[src/rtl/mac_feeder.sv]
// mac_feeder: operand sequencer and result collector for the mac accumulator.
// Buffers A/B operand streams in two FIFOs, configures the MAC for a job,
// streams exactly len contiguous operand pairs, counts the MAC's out_valid
// pulses and returns the final accumulated value on a valid/ready port.
//
// Optional build macro: MAC_FEEDER_TIMEOUT_EN
//   When defined, DRAIN is guarded by a TIMEOUT-cycle watchdog that ends the
//   job with res_err=1 and res_data=0 if the MAC never delivers len results.
//
// State table:
//   S_IDLE   | waiting for job_start; all MAC-facing outputs low
//   S_CONF   | two cycles of mac_config_en with mac_data_num=len
//   S_FILL   | waiting until both FIFOs hold at least len operands
//   S_STREAM | one operand pair per cycle to the MAC, len cycles, no gaps
//   S_DRAIN  | waiting for the result counter to reach len
//   S_DONE   | result presented on res_*, held until res_ready

module mac_feeder_fifo #(
  parameter int DEPTH = 16
) (
  input  logic                       clk,
  input  logic                       rst_n,
  input  logic                       push_valid,
  input  logic [15:0]                push_data,
  output logic                       push_ready,
  input  logic                       pop,
  output logic [15:0]                head,
  output logic [$clog2(DEPTH+1)-1:0] count
);

  localparam int AW = $clog2(DEPTH);
  localparam int CW = $clog2(DEPTH + 1);

  logic [15:0]   mem [DEPTH];
  logic [AW-1:0] wr_ptr_q, wr_ptr_d;
  logic [AW-1:0] rd_ptr_q, rd_ptr_d;
  logic [CW-1:0] count_q, count_d;
  logic          ready_q, ready_d;
  logic          push_en;
  logic          pop_en;

  // A full FIFO refuses pushes even while popping, because ready is registered.
  assign push_en    = push_valid && ready_q;
  assign pop_en     = pop && (count_q != '0);
  assign push_ready = ready_q;
  assign head       = mem[rd_ptr_q];
  assign count      = count_q;

  // Pointer/count next-state; DEPTH is a power of 2 so pointers wrap naturally.
  always_comb begin
    wr_ptr_d = wr_ptr_q;
    rd_ptr_d = rd_ptr_q;
    count_d  = count_q;
    if (push_en) wr_ptr_d = wr_ptr_q + AW'(1);
    if (pop_en)  rd_ptr_d = rd_ptr_q + AW'(1);
    case ({push_en, pop_en})
      2'b10:   count_d = count_q + CW'(1);
      2'b01:   count_d = count_q - CW'(1);
      default: count_d = count_q;
    endcase
    ready_d = (count_d != CW'(DEPTH));
  end

  // Pointer, count and ready registers.
  always_ff @(posedge clk or negedge rst_n) begin
    if (!rst_n) begin
      wr_ptr_q <= '0;
      rd_ptr_q <= '0;
      count_q  <= '0;
      ready_q  <= 1'b1;
    end else begin
      wr_ptr_q <= wr_ptr_d;
      rd_ptr_q <= rd_ptr_d;
      count_q  <= count_d;
      ready_q  <= ready_d;
    end
  end

  // Storage array; contents are don't-care once the count is cleared.
  always_ff @(posedge clk) begin
    if (push_en) mem[wr_ptr_q] <= push_data;
  end

endmodule

module mac_feeder #(
  parameter int DEPTH   = 16,
  parameter int TIMEOUT = 64
) (
  input  logic        clk,
  input  logic        rst_n,
  input  logic        job_start,
  input  logic        job_float,
  input  logic [7:0]  job_len,
  output logic        busy,
  input  logic        a_push_valid,
  input  logic [15:0] a_push_data,
  output logic        a_push_ready,
  input  logic        b_push_valid,
  input  logic [15:0] b_push_data,
  output logic        b_push_ready,
  output logic [15:0] mac_in_a,
  output logic [15:0] mac_in_b,
  output logic        mac_valid_a,
  output logic        mac_valid_b,
  output logic        mac_config_en,
  output logic        mac_float_int,
  output logic [7:0]  mac_data_num,
  input  logic        mac_out_valid,
  input  logic [15:0] mac_out,
  output logic        res_valid,
  output logic [15:0] res_data,
  output logic        res_err,
  input  logic        res_ready
);

  localparam int         CW      = $clog2(DEPTH + 1);
  localparam logic [7:0] DEPTH_L = 8'(DEPTH);

  if (DEPTH < 2 || DEPTH > 255 || (DEPTH & (DEPTH - 1)) != 0) begin : g_bad_depth
    $error("mac_feeder: DEPTH must be a power of 2 in [2,255]");
  end
  if (TIMEOUT < 1 || TIMEOUT > 65535) begin : g_bad_timeout
    $error("mac_feeder: TIMEOUT must be in [1,65535]");
  end

  typedef enum logic [2:0] {
    S_IDLE,
    S_CONF,
    S_FILL,
    S_STREAM,
    S_DRAIN,
    S_DONE
  } state_t;

  state_t        state_q, state_d;
  logic          mode_q, mode_d;
  logic [7:0]    len_q, len_d;
  logic          conf_cnt_q, conf_cnt_d;
  logic [7:0]    issue_q, issue_d;
  logic [7:0]    res_cnt_q, res_cnt_d;
`ifdef MAC_FEEDER_TIMEOUT_EN
  logic [15:0]   timer_q, timer_d;
`endif

  logic          busy_q, busy_d;
  logic [15:0]   in_a_q, in_a_d;
  logic [15:0]   in_b_q, in_b_d;
  logic          valid_q, valid_d;
  logic          config_en_q, config_en_d;
  logic          float_int_q, float_int_d;
  logic [7:0]    data_num_q, data_num_d;
  logic          res_valid_q, res_valid_d;
  logic [15:0]   res_data_q, res_data_d;
  logic          res_err_q, res_err_d;

  logic          pop;
  logic [15:0]   a_head, b_head;
  logic [CW-1:0] a_count, b_count;
  logic          fifos_ready;

  mac_feeder_fifo #(.DEPTH(DEPTH)) u_fifo_a (
    .clk        (clk),
    .rst_n      (rst_n),
    .push_valid (a_push_valid),
    .push_data  (a_push_data),
    .push_ready (a_push_ready),
    .pop        (pop),
    .head       (a_head),
    .count      (a_count)
  );

  mac_feeder_fifo #(.DEPTH(DEPTH)) u_fifo_b (
    .clk        (clk),
    .rst_n      (rst_n),
    .push_valid (b_push_valid),
    .push_data  (b_push_data),
    .push_ready (b_push_ready),
    .pop        (pop),
    .head       (b_head),
    .count      (b_count)
  );

  // Streaming only starts with the whole job buffered, so the MAC never sees a gap.
  assign fifos_ready = (8'(a_count) >= len_q) && (8'(b_count) >= len_q);

  assign busy          = busy_q;
  assign mac_in_a      = in_a_q;
  assign mac_in_b      = in_b_q;
  assign mac_valid_a   = valid_q;
  assign mac_valid_b   = valid_q;
  assign mac_config_en = config_en_q;
  assign mac_float_int = float_int_q;
  assign mac_data_num  = data_num_q;
  assign res_valid     = res_valid_q;
  assign res_data      = res_data_q;
  assign res_err       = res_err_q;

  // Next-state, counters, and registered-output values derived from the next state.
  always_comb begin
    state_d    = state_q;
    mode_d     = mode_q;
    len_d      = len_q;
    conf_cnt_d = conf_cnt_q;
    issue_d    = issue_q;
    res_cnt_d  = res_cnt_q;
    res_data_d = res_data_q;
    res_err_d  = res_err_q;
    pop        = 1'b0;
`ifdef MAC_FEEDER_TIMEOUT_EN
    timer_d    = timer_q;
`endif

    // Result pulses only count while operands are in flight; saturate at len.
    if ((state_q == S_STREAM || state_q == S_DRAIN) && mac_out_valid &&
        (res_cnt_q != len_q)) begin
      res_cnt_d = res_cnt_q + 8'd1;
      if (res_cnt_q + 8'd1 == len_q) res_data_d = mac_out;
    end

    case (state_q)
      S_IDLE: begin
        if (job_start) begin
          mode_d     = job_float;
          len_d      = job_len;
          res_data_d = 16'd0;
          conf_cnt_d = 1'b0;
          if (job_len == 8'd0 || job_len > DEPTH_L) begin
            res_err_d = 1'b1;
            state_d   = S_DONE;
          end else begin
            res_err_d = 1'b0;
            state_d   = S_CONF;
          end
        end
      end
      S_CONF: begin
        if (conf_cnt_q) begin
          conf_cnt_d = 1'b0;
          state_d    = S_FILL;
        end else begin
          conf_cnt_d = 1'b1;
        end
      end
      S_FILL: begin
        if (fifos_ready) begin
          pop     = 1'b1;
          issue_d = 8'd1;
          state_d = S_STREAM;
        end
      end
      S_STREAM: begin
        if (issue_q == len_q) begin
          state_d = S_DRAIN;
`ifdef MAC_FEEDER_TIMEOUT_EN
          timer_d = 16'(TIMEOUT - 1);
`endif
        end else begin
          pop     = 1'b1;
          issue_d = issue_q + 8'd1;
        end
      end
      S_DRAIN: begin
        if (res_cnt_q == len_q) begin
          state_d = S_DONE;
        end
`ifdef MAC_FEEDER_TIMEOUT_EN
        else if (timer_q == 16'd0) begin
          state_d    = S_DONE;
          res_err_d  = 1'b1;
          res_data_d = 16'd0;
        end else begin
          timer_d = timer_q - 16'd1;
        end
`endif
      end
      S_DONE: begin
        if (res_ready) begin
          state_d    = S_IDLE;
          mode_d     = 1'b0;
          len_d      = 8'd0;
          issue_d    = 8'd0;
          res_cnt_d  = 8'd0;
          res_data_d = 16'd0;
          res_err_d  = 1'b0;
        end
      end
      default: state_d = S_IDLE;
    endcase

    busy_d      = (state_d != S_IDLE);
    valid_d     = pop;
    in_a_d      = pop ? a_head : 16'd0;
    in_b_d      = pop ? b_head : 16'd0;
    config_en_d = (state_d == S_CONF);
    data_num_d  = (state_d == S_CONF) ? len_d : 8'd0;
    float_int_d = (state_d != S_IDLE) ? mode_d : 1'b0;
    res_valid_d = (state_d == S_DONE);
  end

  // State, counter and output registers; everything the MAC sees comes from a flop.
  always_ff @(posedge clk or negedge rst_n) begin
    if (!rst_n) begin
      state_q     <= S_IDLE;
      mode_q      <= 1'b0;
      len_q       <= 8'd0;
      conf_cnt_q  <= 1'b0;
      issue_q     <= 8'd0;
      res_cnt_q   <= 8'd0;
`ifdef MAC_FEEDER_TIMEOUT_EN
      timer_q     <= 16'd0;
`endif
      busy_q      <= 1'b0;
      in_a_q      <= 16'd0;
      in_b_q      <= 16'd0;
      valid_q     <= 1'b0;
      config_en_q <= 1'b0;
      float_int_q <= 1'b0;
      data_num_q  <= 8'd0;
      res_valid_q <= 1'b0;
      res_data_q  <= 16'd0;
      res_err_q   <= 1'b0;
    end else begin
      state_q     <= state_d;
      mode_q      <= mode_d;
      len_q       <= len_d;
      conf_cnt_q  <= conf_cnt_d;
      issue_q     <= issue_d;
      res_cnt_q   <= res_cnt_d;
`ifdef MAC_FEEDER_TIMEOUT_EN
      timer_q     <= timer_d;
`endif
      busy_q      <= busy_d;
      in_a_q      <= in_a_d;
      in_b_q      <= in_b_d;
      valid_q     <= valid_d;
      config_en_q <= config_en_d;
      float_int_q <= float_int_d;
      data_num_q  <= data_num_d;
      res_valid_q <= res_valid_d;
      res_data_q  <= res_data_d;
      res_err_q   <= res_err_d;
    end
  end

endmodule

[config.mk]
export PLATFORM = sky130hd
export DESIGN_NAME = mac_feeder
export DESIGN_NICKNAME = d
export VERILOG_FILES = /design/src/rtl/mac_feeder.sv
export SDC_FILE = /design/constraint.sdc
export NUM_CORES = 1
export LEC_CHECK = 0
export CAP_MARGIN = 20
export CORE_UTILIZATION = 25
export CTS_BUF_LIST = sky130_fd_sc_hd__clkbuf_4 sky130_fd_sc_hd__clkbuf_8 sky130_fd_sc_hd__clkbuf_16
export CTS_CLUSTER_SIZE = 30
export DETAILED_ROUTE_END_ITERATION = 6
export PLACE_DENSITY = 0.4
export SLEW_MARGIN = 20
export SYNTH_ARGS = -nofsm -noshare
export SYNTH_HDL_FRONTEND = slang
export SYNTH_SLANG_ARGS = --single-unit
[constraint.sdc]
create_clock -name clk -period 4.7 [get_ports clk]
set_input_delay 0.94 -clock clk [delete_from_list [all_inputs] [get_ports clk]]
set_output_delay 0.94 -clock clk [all_outputs]
set_load 0.05 [all_outputs]
==> results.md, run 1 <==
- The run finished with clean final reports.
- The normalized max-slew margin is between 30 and 40%.
- The post-route fraction of the period consumed by the critical path is a little under nine tenths.
- The data arrival time at the worst-slack endpoint is ~4.6 ns.
- The row count is 116.
- Global routing finished with a remaining overflow of 0.
- In this run the static leakage power is 10.7 nW.
- The distinct cell type count of the synthesized netlist is 57.
- After detailed routing, the average wire length per cell comes to 22.1 um.
- The number of nets in the synthesized netlist is 1484.
- The number of clock buffers inserted by TritonCTS is 75.
- The final layout contains routed wiring with a total length of 64800 um.
- The detailed router placed ~13000 vias in this run.
- The tool flagged a number of max-cap violations equal to 0.
- The maximum fanout along the worst path is 7.
- The CTS clock-pin slew for the worst setup and hold paths is 0.06 ns.
- Clock tree synthesis selected as its root buffer the cell sky130_fd_sc_hd__clkbuf_16.
- In this run the power spent charging and discharging nets is 6.23 mW.
- The total track usage is approximately an eighth.
- The floorplan core area is 0.100 mm^2.
- The worst clock skew on the final layout is 0.0310 ns.
- The routed design could run at a clock period as short as 4.05 ns.
- The initial utilization of the core area, before any placement, comes to 25.2%.
- The critical path class is register to register.
- The startpoint type of the worst setup path is a register.
- The count of buffers from port buffering is around 130.
- The final worst-path setup slack is roughly 0.65 ns.
- Adding up every negative setup slack in the final design gives 0 ns.
- Summing all non-filler instances in the final layout gives an area of 0.0307 mm^2.
- The initial antenna violation count is 3.
- During I/O placement, the number of pins put on the boundary was 129.
- For this run, asynchronously set or reset flops after synthesis account for a little under a fifth.
- The number of global-route vias before repair is 13850.
- The number of hold buffers added after CTS is 0.
- The power after layout is 19.0 mW.
- The detail route stage leaves a number of antenna-violating nets equal to 0.
- At the end of routability-driven placement, the weighted congestion stood at 0.736.
- The depth of the most critical reg-to-reg path is 15.
- The clock passes through at most 3 buffers.
- The combinational share of power is about 28%.
- The final net count is 1666.
- For the pin with the worst max-slew slack, the measured transition is 1.04 ns.
- The type of element capturing the critical path is a register.
- The achievable clock frequency is 0.247 GHz.
- In this run the worst hold path is classified as input port to async pin.
- The library cell used most frequently in the layout, excluding fill and tap cells, is sky130_fd_sc_hd__edfxtp_1.
- Measured along the y axis, the die boundary spans 319 um.
- The startpoint of the worst setup timing path is len_q[2].
- The register bit count reported by yosys is roughly 630.
- The most used flip-flop cell after synthesis is sky130_fd_sc_hd__edfxtp_1.
- In this run, post-CTS repair resized a total of 0 instances.
- The register-to-register path setup slack is 0.65 ns.
- The DRC violation count after routing is 0.
- The number of instances in the synthesized netlist is 1388.
- The final count of hold timing violations is 0.
- At the end of the flow the core is filled with cells to 30.7%.
- The setup violation total in the final timing report is 0.
- In this run switching power makes up 32.9% of total power.
- Leaving out fill and tap cells, the most frequent cells in the layout are sky130_fd_sc_hd__edfxtp_1 (512), sky130_fd_sc_hd__clkdlybuf4s50_1 (127), sky130_fd_sc_hd__dfrtp_1 (113).
- The placed cell area is 0.0282 mm^2.
- Clock latency on the worst-skew pair, taken at its later pin, is 0.64 ns.
- The per-instance average area after synthesis is 18.1 um^2.
- The chip width is 319 um.
- For the worst setup path, the data required time is 5.27 ns.
- Yosys mapped a number of flops with a built-in enable equal to 512.
- The H-tree was split into 3 levels.
- For this run, the detailed router's first-pass iteration total came to 5.
- The portion of total power attributed to sequential cells is between 30% and 40%.
- After legalization and detailed placement, the total HPWL measured 37500 um.
- In this run the critical register-to-register path is captured at u_fifo_a.push_ready.
- The portion of the post-synthesis area used by sequential elements is 72.9%.
- Before CTS, the worst setup slack after placement is 0.666 ns.
- The area growth from synthesis to final layout is 22.1%.
- The first global-routing pass estimated around 96000 um of wire.
- Setup repair after global routing left no endpoint under its margin.
- Across the VDD grid, the largest voltage drop is between 0.3 and 0.4 mV.
- The synthesized area is 0.0252 mm^2.
- The via density per instance is between 4 and 5.
- Of the total power, the clock network draws 31.6%.
- The area of the die is a little over 0.1 mm^2.
- The origin of the critical flop-to-flop path is len_q[2].
- The power density of the placed cells is roughly 620 mW/mm^2.
- The starting DRC count in detailed routing is about 950.
- The internal power of the cells totals 12.7 mW.
- TritonCTS built the clock tree.
- Once the clock tree was built, the setup fixing pass inserted 0 buffers.
- The final max-slew violation count is 0.
- The largest net degree at the start of global routing is between 60 and 70.
- The most critical setup path has its endpoint at u_fifo_a.push_ready.
- The tree built by TritonCTS fans out to about 630 sinks.
- The fraction of final layout cells with drive strength greater than 1 is 18.3%.
- Yosys printed 0 warnings.
## how the worst min path moves through the flow
stage / startpoint / end / slack, ns / cells past startpoint
global placement: res_err / res_err / 0.48 / 1
finish: rst_n / mac_data_num[4] / 0.32 / 1
CTS: rst_n / mac_data_num[5] / 0.31 / 1
floorplan: mode_q / mode_q / 0.46 / 1
global route: rst_n / mac_data_num[5] / 0.35 / 1
detailed placement: res_err / res_err / 0.47 / 1
## final cells by class
type	instances	area, um^2
clock inverter	42	483
inverter	16	60.1
clock buffer	97	2100
multi-input combinational	671	6450
fill	9711	69300
antenna	2	5.00
tap	1298	1620
sequential	631	18400
timing repair buffer	175	1660
## registers in the layout, indices dropped and copies added (netlist names), 5 cells and up
signal	cells
issue_q	8
len_q	8
mac_data_num	8
mac_in_a	16
mac_in_b	16
res_cnt_q	8
res_data	16
u_fifo_a.count	5
u_fifo_a.mem	256
u_fifo_b.count	5
u_fifo_b.mem	256
## synthesized netlist by cell type (2+ instances only)
cell type                  count  area (um^2)
sky130_fd_sc_hd__edfxtp_1    512        15400
sky130_fd_sc_hd__dfrtp_1     117         2930
sky130_fd_sc_hd__mux2i_1     103         1030
sky130_fd_sc_hd__mux4_2       97         2180
sky130_fd_sc_hd__nand2_1      83          312
sky130_fd_sc_hd__and2_1       44          275
sky130_fd_sc_hd__o221ai_1     42          368
sky130_fd_sc_hd__clkbuf_1     35          131
sky130_fd_sc_hd__ha_1         30          375
sky130_fd_sc_hd__xor2_1       30          263
sky130_fd_sc_hd__a211oi_1     26          195
sky130_fd_sc_hd__buf_2        25          125
sky130_fd_sc_hd__nor2_1       25         93.8
sky130_fd_sc_hd__o22ai_1      22          138
sky130_fd_sc_hd__a21oi_1      21          105
sky130_fd_sc_hd__xnor2_1      20          175
sky130_fd_sc_hd__nand3_1      15         75.1
sky130_fd_sc_hd__and3_1       13         81.3
sky130_fd_sc_hd__inv_1        13         48.8
sky130_fd_sc_hd__o21ai_0      13         65.1
sky130_fd_sc_hd__nand2b_1     10         62.6
sky130_fd_sc_hd__nor3_1       10         50.1
sky130_fd_sc_hd__a21o_1        9         67.6
sky130_fd_sc_hd__a22o_1        9         78.8
sky130_fd_sc_hd__buf_4         6         45.0
sky130_fd_sc_hd__mux2_2        5         56.3
sky130_fd_sc_hd__nor4_1        4         25.0
sky130_fd_sc_hd__o21bai_1      4         30.0
sky130_fd_sc_hd__inv_2         3         11.3
sky130_fd_sc_hd__nand4_1       3         18.8
sky130_fd_sc_hd__nor2b_1       3         18.8
sky130_fd_sc_hd__nor3b_1       3         22.5
sky130_fd_sc_hd__or4_1         3         22.5
sky130_fd_sc_hd__buf_1         2         7.51
sky130_fd_sc_hd__buf_6         2         22.5
sky130_fd_sc_hd__dfstp_2       2         52.6
sky130_fd_sc_hd__fa_1          2         40.0
sky130_fd_sc_hd__mux2_1        2         22.5
sky130_fd_sc_hd__nand3b_1      2         15.0
## cells by family (layout without fill, tap and decap cells)
| family | after synthesis | in the layout | synth area share [%] |
|---|---|---|---|
| buffers and inverters | 86 | 330 | 1.55 |
| AOI/OAI and AO/OA | 158 | 158 | 4.58 |
| muxes | 207 | 207 | 13.1 |
| and+or+nand+nor | 224 | 224 | 4.52 |
| adders and majority gates | 32 | 32 | 1.65 |
| other | 0 | 2 | 0 |
| xor gates and xnor gates | 50 | 50 | 1.74 |
| DFF | 631 | 631 | 72.9 |
## critical path: stages, from the launching register on
cell	delay, ns
sky130_fd_sc_hd__dfrtp_1	0.52
sky130_fd_sc_hd__inv_1	0.14
sky130_fd_sc_hd__ha_1	0.32
sky130_fd_sc_hd__a21o_1	0.11
sky130_fd_sc_hd__a31oi_1	0.04
sky130_fd_sc_hd__o21ai_0	0.40
sky130_fd_sc_hd__a31oi_4	0.20
sky130_fd_sc_hd__a21oi_1	0.32
sky130_fd_sc_hd__ha_1	0.35
sky130_fd_sc_hd__ha_1	0.28
sky130_fd_sc_hd__a21o_1	0.17
sky130_fd_sc_hd__a21oi_1	0.17
sky130_fd_sc_hd__xor2_1	0.17
sky130_fd_sc_hd__o21ai_0	0.11
sky130_fd_sc_hd__or4_1	0.50
sky130_fd_sc_hd__nand2b_1	0.15
## power by group through the flow
stage | Sequential (mW) | Clock (mW) | Combinational (mW)
floorplan | 7.76 | 0 | 3.50
global placement | 7.67 | 0 | 5.50
detailed placement | 7.69 | 0 | 5.51
CTS | 7.59 | 6.20 | 5.53
global route | 7.68 | 6.41 | 5.86
finish | 7.56 | 5.99 | 5.40
## through the flow
step           hold WS [ns]  cells
6_report              0.318   2932
5_1_grt               0.354   2930
4_1_cts               0.311   2930
3_5_place_dp          0.473   2791
3_3_place_gp          0.482   2791
2_1_floorplan         0.457   1388
## per-layer routing
metal  up-vias  GRT usage (%)  part of all wire [%]  wire length (um)
met5         -              0                 0.069                45
met4         6           3.35                   1.4               921
met3        69           3.21                   5.4              3520
met2       272           20.4                    47             30700
met1      6972           17.2                    46             29600
li1       5883              -                     -                 -
Note: power is estimated with default switching activity, not from simulation.
==> run 2, diff against run 1 <==
clock period = 4.37 ns   (was 4.7 ns; I/O delays follow)
==> results.md, run 2 (synthesis results as in run 1) <==
- The data arrival time at the worst-slack endpoint is 4.66 ns.
- In the final layout, the registers with the most flip-flops are u_fifo_a.mem x256, u_fifo_b.mem x256.
- Setup repair after global routing left no endpoint under its margin.
- The aggregate negative setup slack is 0 ns.
- The area growth from synthesis to layout is 23.0%.
- Measured against its own limit, the worst slew margin works out to 35.4%.
- Clock-pin slew was measured on the worst setup and hold paths at 0.06 ns.
- The number of gates resized after CTS was 0.
- Clock tree synthesis found a total of 631 sinks.
- The number of antenna cells inserted is 0.
- The floorplan core area is 0.100 mm^2.
- The number of fill cells is 9621.
- In this run switching power makes up between 30% and 40% of total power.
- Excluding fillers, the count of instances in the completed layout stands at about 2900.
- Cell internal power was estimated by the tool at 14.0 mW.
- The initial utilization of the core area, before any placement, comes to 25.2%.
- The final count of hold timing violations came to 0.
- The clock latency on the worst-skew pair is 0.63 ns.
- The number of global-route vias before repair is around 14000.
- The final layout contains routed wiring with a total length of 64500 um.
- The setup violation total in the final timing report is 0.
- The finished cells cover 0.0310 mm^2.
- Sequential cells account for 39.1% of the total power.
- Buffers inserted during clock tree synthesis total 76.
- The number of maximum-capacitance constraint violations is 0.
- The library cell used most frequently in the layout, excluding fill and tap cells, is sky130_fd_sc_hd__edfxtp_1.
- STA classifies the critical path endpoint as a register.
- Summed over all nets, the half-perimeter wirelength after detailed placement is 37500 um.
- Measured along the x axis, the die boundary spans 319 um.
- The row count is 116.
- For this design the static power due to leakage is 10.8 nW.
- The initial antenna violation count was 6.
- The required time at the endpoint of the critical path is 4.92 ns.
- The largest net degree at the start of global routing is 82.
- The tree is rooted in a sky130_fd_sc_hd__clkbuf_16.
- IR analysis of the VDD net gives a maximum drop of between 0.3 and 0.4 mV.
- The starting DRC count in detailed routing is between 800 and 900.
- The utilization after layout is a little under a third.
- The first global-routing pass estimated 95600 um of wire.
- Across all layers, the routed design uses 13230 vias.
- The startpoint type of the worst setup path is a register.
- The worst hold slack is roughly 0.33 ns.
- The worst hold path belongs to the class input port to async pin.
- Leaving out fill and tap cells, the most frequent cells in the layout are sky130_fd_sc_hd__edfxtp_1 (512), sky130_fd_sc_hd__clkdlybuf4s50_1 (127), sky130_fd_sc_hd__dfrtp_1 (113).
- After detailed routing, the number of remaining DRC violations is 0.
- Across the routed clock network, the largest skew measured is 0.0246 ns.
- The floorplan die height is between 300 and 400 um.
- The via density per instance is 4.50.
- The number of setup buffers added after CTS is 0.
- The count of buffers from port buffering is approximately 130.
- The placed instance count is ~2800.
- The final max-slew violation count is 0.
- The time the final worst path needs with I/O delays and setup is roughly 4.1 ns.
- The area of the die is 0.102 mm^2.
- The combinational share of power is 28.4%.
- The final routed wire length divided by cell count is 21.9 um.
- The slew at the pin closest to its max-slew limit is around 0.97 ns.
- The post-route fraction of the period consumed by the critical path is between 90 and 100%.
- The number of I/O pins is 129.
- The remaining number of nets flagged by the antenna check after routing is 0.
- The final RePlAce weighted congestion is around 0.74.
- Cells with a size suffix above 1 make up 18.7% of the layout.
- The run finished with clean final reports.
- The clock passes through at most 3 buffers.
- For this run, the total global-route usage over all layers was measured as 12.7%.
- The first detailed-routing pass ran for 4 iterations.
- The number of hold buffers added after CTS is 0.
- The worst setup path is of the register to register kind.
- CTS built an H-tree with a depth of 3.
- The maximum fanout along the worst path is 7.
- The clock network is responsible for 32.5% of the overall power.
- The final net count is between 1500 and 2000.
- Static timing analysis puts the maximum clock frequency at 0.243 GHz.
- The power dissipated by switching net loads is 6.65 mW.
- The placed cell area is 0.0283 mm^2.
- Dividing total power by cell area gives a power density of about 670 mW/mm^2.
- The clock tree from TritonCTS is built.
- The residual overflow from global routing is 0.
run 2: changes by cell type in the layout (fill, tap and decap cells not counted):
cell and change:
sky130_fd_sc_hd__clkbuf_4 -2, sky130_fd_sc_hd__clkinv_2 -4, sky130_fd_sc_hd__buf_12 +4, sky130_fd_sc_hd__bufinv_16 +4, sky130_fd_sc_hd__clkinv_1 -1, sky130_fd_sc_hd__clkbuf_16 +2, sky130_fd_sc_hd__clkinv_8 +2, sky130_fd_sc_hd__buf_4 +3
sky130_fd_sc_hd__inv_16 -2, sky130_fd_sc_hd__diode_2 -2, sky130_fd_sc_hd__clkbuf_8 +1
run 2: metrics by stage:
stage | setup WS [ns] | total power, mW
final | 0.260 | 20.7
after detailed placement | 0.252 | 14.2
after CTS | 0.261 | 21.1
after floorplan | 0.757 | 12.1
after global placement | 0.402 | 14.2
after global routing | 0.0227 | 21.8
run 2: area by class of cell:
cell class / instances / area, um^2 / share of cell area, %
Clock buffer: 98 / 2150 / 6.93
Clock inverter: 41 / 572 / 1.85
Inverter: 16 / 60.1 / 0.194
Multi-Input combinational cell: 671 / 6450 / 20.8
Sequential cell: 631 / 18400 / 59.3
Tap cell: 1298 / 1620 / 5.24
Timing Repair Buffer: 182 / 1760 / 5.69
run 2: worst paths after layout:
kind | end | cells past startpoint | start | slack [ns]
hold reg to reg | mode_q | 1 | mode_q | 0.50
setup / recovery | u_fifo_b.push_ready | 15 | len_q[2] | 0.26
setup reg to reg | u_fifo_b.push_ready | 15 | len_q[2] | 0.26
hold / removal | res_data[15] | 1 | rst_n | 0.33
min in group clk | mode_q | 1 | mode_q | 0.50
max in group asynchronous | mac_in_a[11] | 2 | rst_n | 3.01
run 2: metal layers:
metal  track usage, %  up-vias  wire [um]
met3             2.52      108       2550
li1                 -     5902          -
met1             17.3     6957      29800
met2             20.3      257      30400
met5                0        -         41
met4             4.35        6       1700
run 2: critical path: stages, from the launching register on:
cell                       delay [ns]
sky130_fd_sc_hd__dfrtp_1         0.52
sky130_fd_sc_hd__inv_1           0.11
sky130_fd_sc_hd__ha_1            0.32
sky130_fd_sc_hd__a21o_1          0.11
sky130_fd_sc_hd__a31oi_1         0.04
sky130_fd_sc_hd__o21ai_0         0.41
sky130_fd_sc_hd__a31oi_4         0.20
sky130_fd_sc_hd__a21oi_1         0.35
sky130_fd_sc_hd__ha_1            0.35
sky130_fd_sc_hd__ha_1            0.27
sky130_fd_sc_hd__a21o_1          0.18
sky130_fd_sc_hd__a21oi_1         0.19
sky130_fd_sc_hd__xor2_1          0.18
sky130_fd_sc_hd__o21ai_0         0.14
sky130_fd_sc_hd__or4_1           0.51
sky130_fd_sc_hd__nand2b_1        0.16
run 2: power by group through the flow:
stage	clock network, mW	logic, mW	registers [mW]
after global placement	0	5.98	8.19
after global routing	7.15	6.40	8.20
after detailed placement	0	6.00	8.21
final	6.73	5.87	8.07
after CTS	6.95	6.02	8.10
after floorplan	0	3.77	8.34
==> edit (settings of run 2) <==
Re-encode `state_t` (6 states) as Gray code, 3 bits wide.
--- a/src/rtl/mac_feeder.sv
+++ b/src/rtl/mac_feeder.sv
@@ -125,12 +125,12 @@
   end
 
   typedef enum logic [2:0] {
-    S_IDLE,
-    S_CONF,
-    S_FILL,
-    S_STREAM,
-    S_DRAIN,
-    S_DONE
+    S_IDLE   = 3'b000,
+    S_CONF   = 3'b001,
+    S_FILL   = 3'b011,
+    S_STREAM = 3'b010,
+    S_DRAIN  = 3'b110,
+    S_DONE   = 3'b111
   } state_t;
 
   state_t        state_q, state_d;
Function: same outputs for any inputs over 4 cycles, from zero or initial values and one cycle with rst_n low; so few cycles prove little.
==> edit against run 2 <==
Power is 1.9% higher; count of clock-buffer cells in the layout is 3 higher; synthesized area is 0.87% lower; setup slack better by 0.031 ns; final area is 1.2% lower; critical path depth stayed put; non-clock buffer count is 4 lower; sequential cell count stayed put; fmax is 0.77% higher; cell count is 4.4% lower; synthesized cell count is 8.8% lower; highest routed layer unchanged; largest cell class unchanged; wire length is 1.4% lower.
==> edit: results (changes against run 2) <==
| Metric | Value |
|---|---|
| Post-DP HPWL | `37400 um (was 37500 um)` |
| Hold WS | `0.346 ns (was 0.329 ns)` |
| Fmax | `0.245 GHz (was 0.243 GHz)` |
| First-pass GRT wire length | `94700 um (was 95600 um)` |
| P_leak | `10.4 nW (was 10.8 nW)` |
| Syn nets | `1362 (was 1484)` |
| GRT Util Overall | `0.128 (was 0.127)` |
| Via-to-Cell Ratio | `4.43 (was 4.50)` |
| P_comb | `6.59 mW (was 5.87 mW)` |
| Synth unique cells | `53 (was 57)` |
| Gpl congestion | `0.740 (was 0.735)` |
| Initial drt markers | `926 (was 829)` |
| Synth-to-Final Area Change | `22.6% (was 23.0%)` |
| Peak VDD IR | `0.408 mV (was 0.374 mV)` |
| Area after DPL | `28100 um2 (was 28300 um2)` |
| Ranking of synthesized cells by area | `edfxtp_1 62%, mux4_2 14%, dfrtp_1 12% (was edfxtp_1 61%, dfrtp_1 12%, mux4_2 8.7%)` |
| Psw | `6.81 mW (was 6.65 mW)` |
| Layout cells sized above 1 | `0.236 (was 0.187)` |
| P per Cell Area | `688 nW/um2 (was 667 nW/um2)` |
| Post-Place Cells | `2672 (was 2798)` |
| CP Data Arrival Time | `4.60 ns (was 4.66 ns)` |
| Pin count of the biggest net entering global routing | `85 (was 82)` |
| Synth cell count leaders | `512 x edfxtp_1, 160 x mux4_2, 117 x dfrtp_1, 50 x nand2_1, 44 x nor2b_1 (was 512 x edfxtp_1, 117 x dfrtp_1, 103 x mux2i_1, 97 x mux4_2, 83 x nand2_1)` |
| WL per Instance | `22.7 um (was 21.9 um)` |
| Slowest stage cell, crit path | `or4_1 (was dfrtp_1)` |
| Nets@finish | `1557 (was 1674)` |
| Worst slew pin tran | `1.09 ns (was 0.966 ns)` |
| Met3 WL post-DR | `2500 um (was 2550 um)` |
| DP Worst Slack | `0.206 ns (was 0.252 ns)` |
| Register-to-register setup slack | `0.29 ns (was 0.26 ns)` |
| Met3 GRT Util | `0.0252 (about the same)` |
| Crit Path Max Fanout | `5 (was 7)` |
| Metal2 WL | `29100 um (was 30400 um)` |
| Post-Synthesis Cells | `1266 (was 1388)` |
| WL final | `63600 um (was 64500 um)` |
| Routing usage on met1 | `0.182 (was 0.173)` |
| M2 GR Usage | `0.198 (was 0.203)` |
| Reg power frac | `0.393 (was 0.391)` |
| TritonCTS buffer count | `74 (was 76)` |
| Status | `finished, final reports clean (unchanged)` |
| Final setup skew | `0.0264 ns (was 0.0246 ns)` |
| Post-Route M1 WL | `30700 um (was 29800 um)` |
[edit: cell types whose count changed after synthesis, moves of 5 or more]
cell | before | now
mux2i_1 | 103 | 1
nand2_1 | 83 | 50
nand3_1 | 15 | 24
and2_1 | 44 | 28
o221ai_1 | 42 | 1
o21ai_0 | 13 | 36
nor2b_1 | 3 | 44
a211oi_1 | 26 | 4
mux4_2 | 97 | 160
buf_2 | 25 | 15
o22ai_1 | 22 | 1
a21oi_1 | 21 | 12
nand2b_1 | 10 | 5
[edit: cell families after synthesis]
kind of cell	synth area share
xor+xnor	0.0168
fa+ha+maj	0.0166
mux	0.147
flops	0.735
compound gates	0.0216
simple gates	0.0493
buf+inv	0.0130
[edit: cell type report]
| cell class | instances | area share |
|---|---|---|
| Clock inverter | 34 | 0.0116 |
| Timing Repair Buffer | 178 | 0.0582 |
| Inverter | 17 | 0.00208 |
| Clock buffer | 101 | 0.0691 |
| Multi-Input combinational cell | 559 | 0.206 |
| Sequential cell | 631 | 0.600 |
| Tap cell | 1287 | 0.0526 |
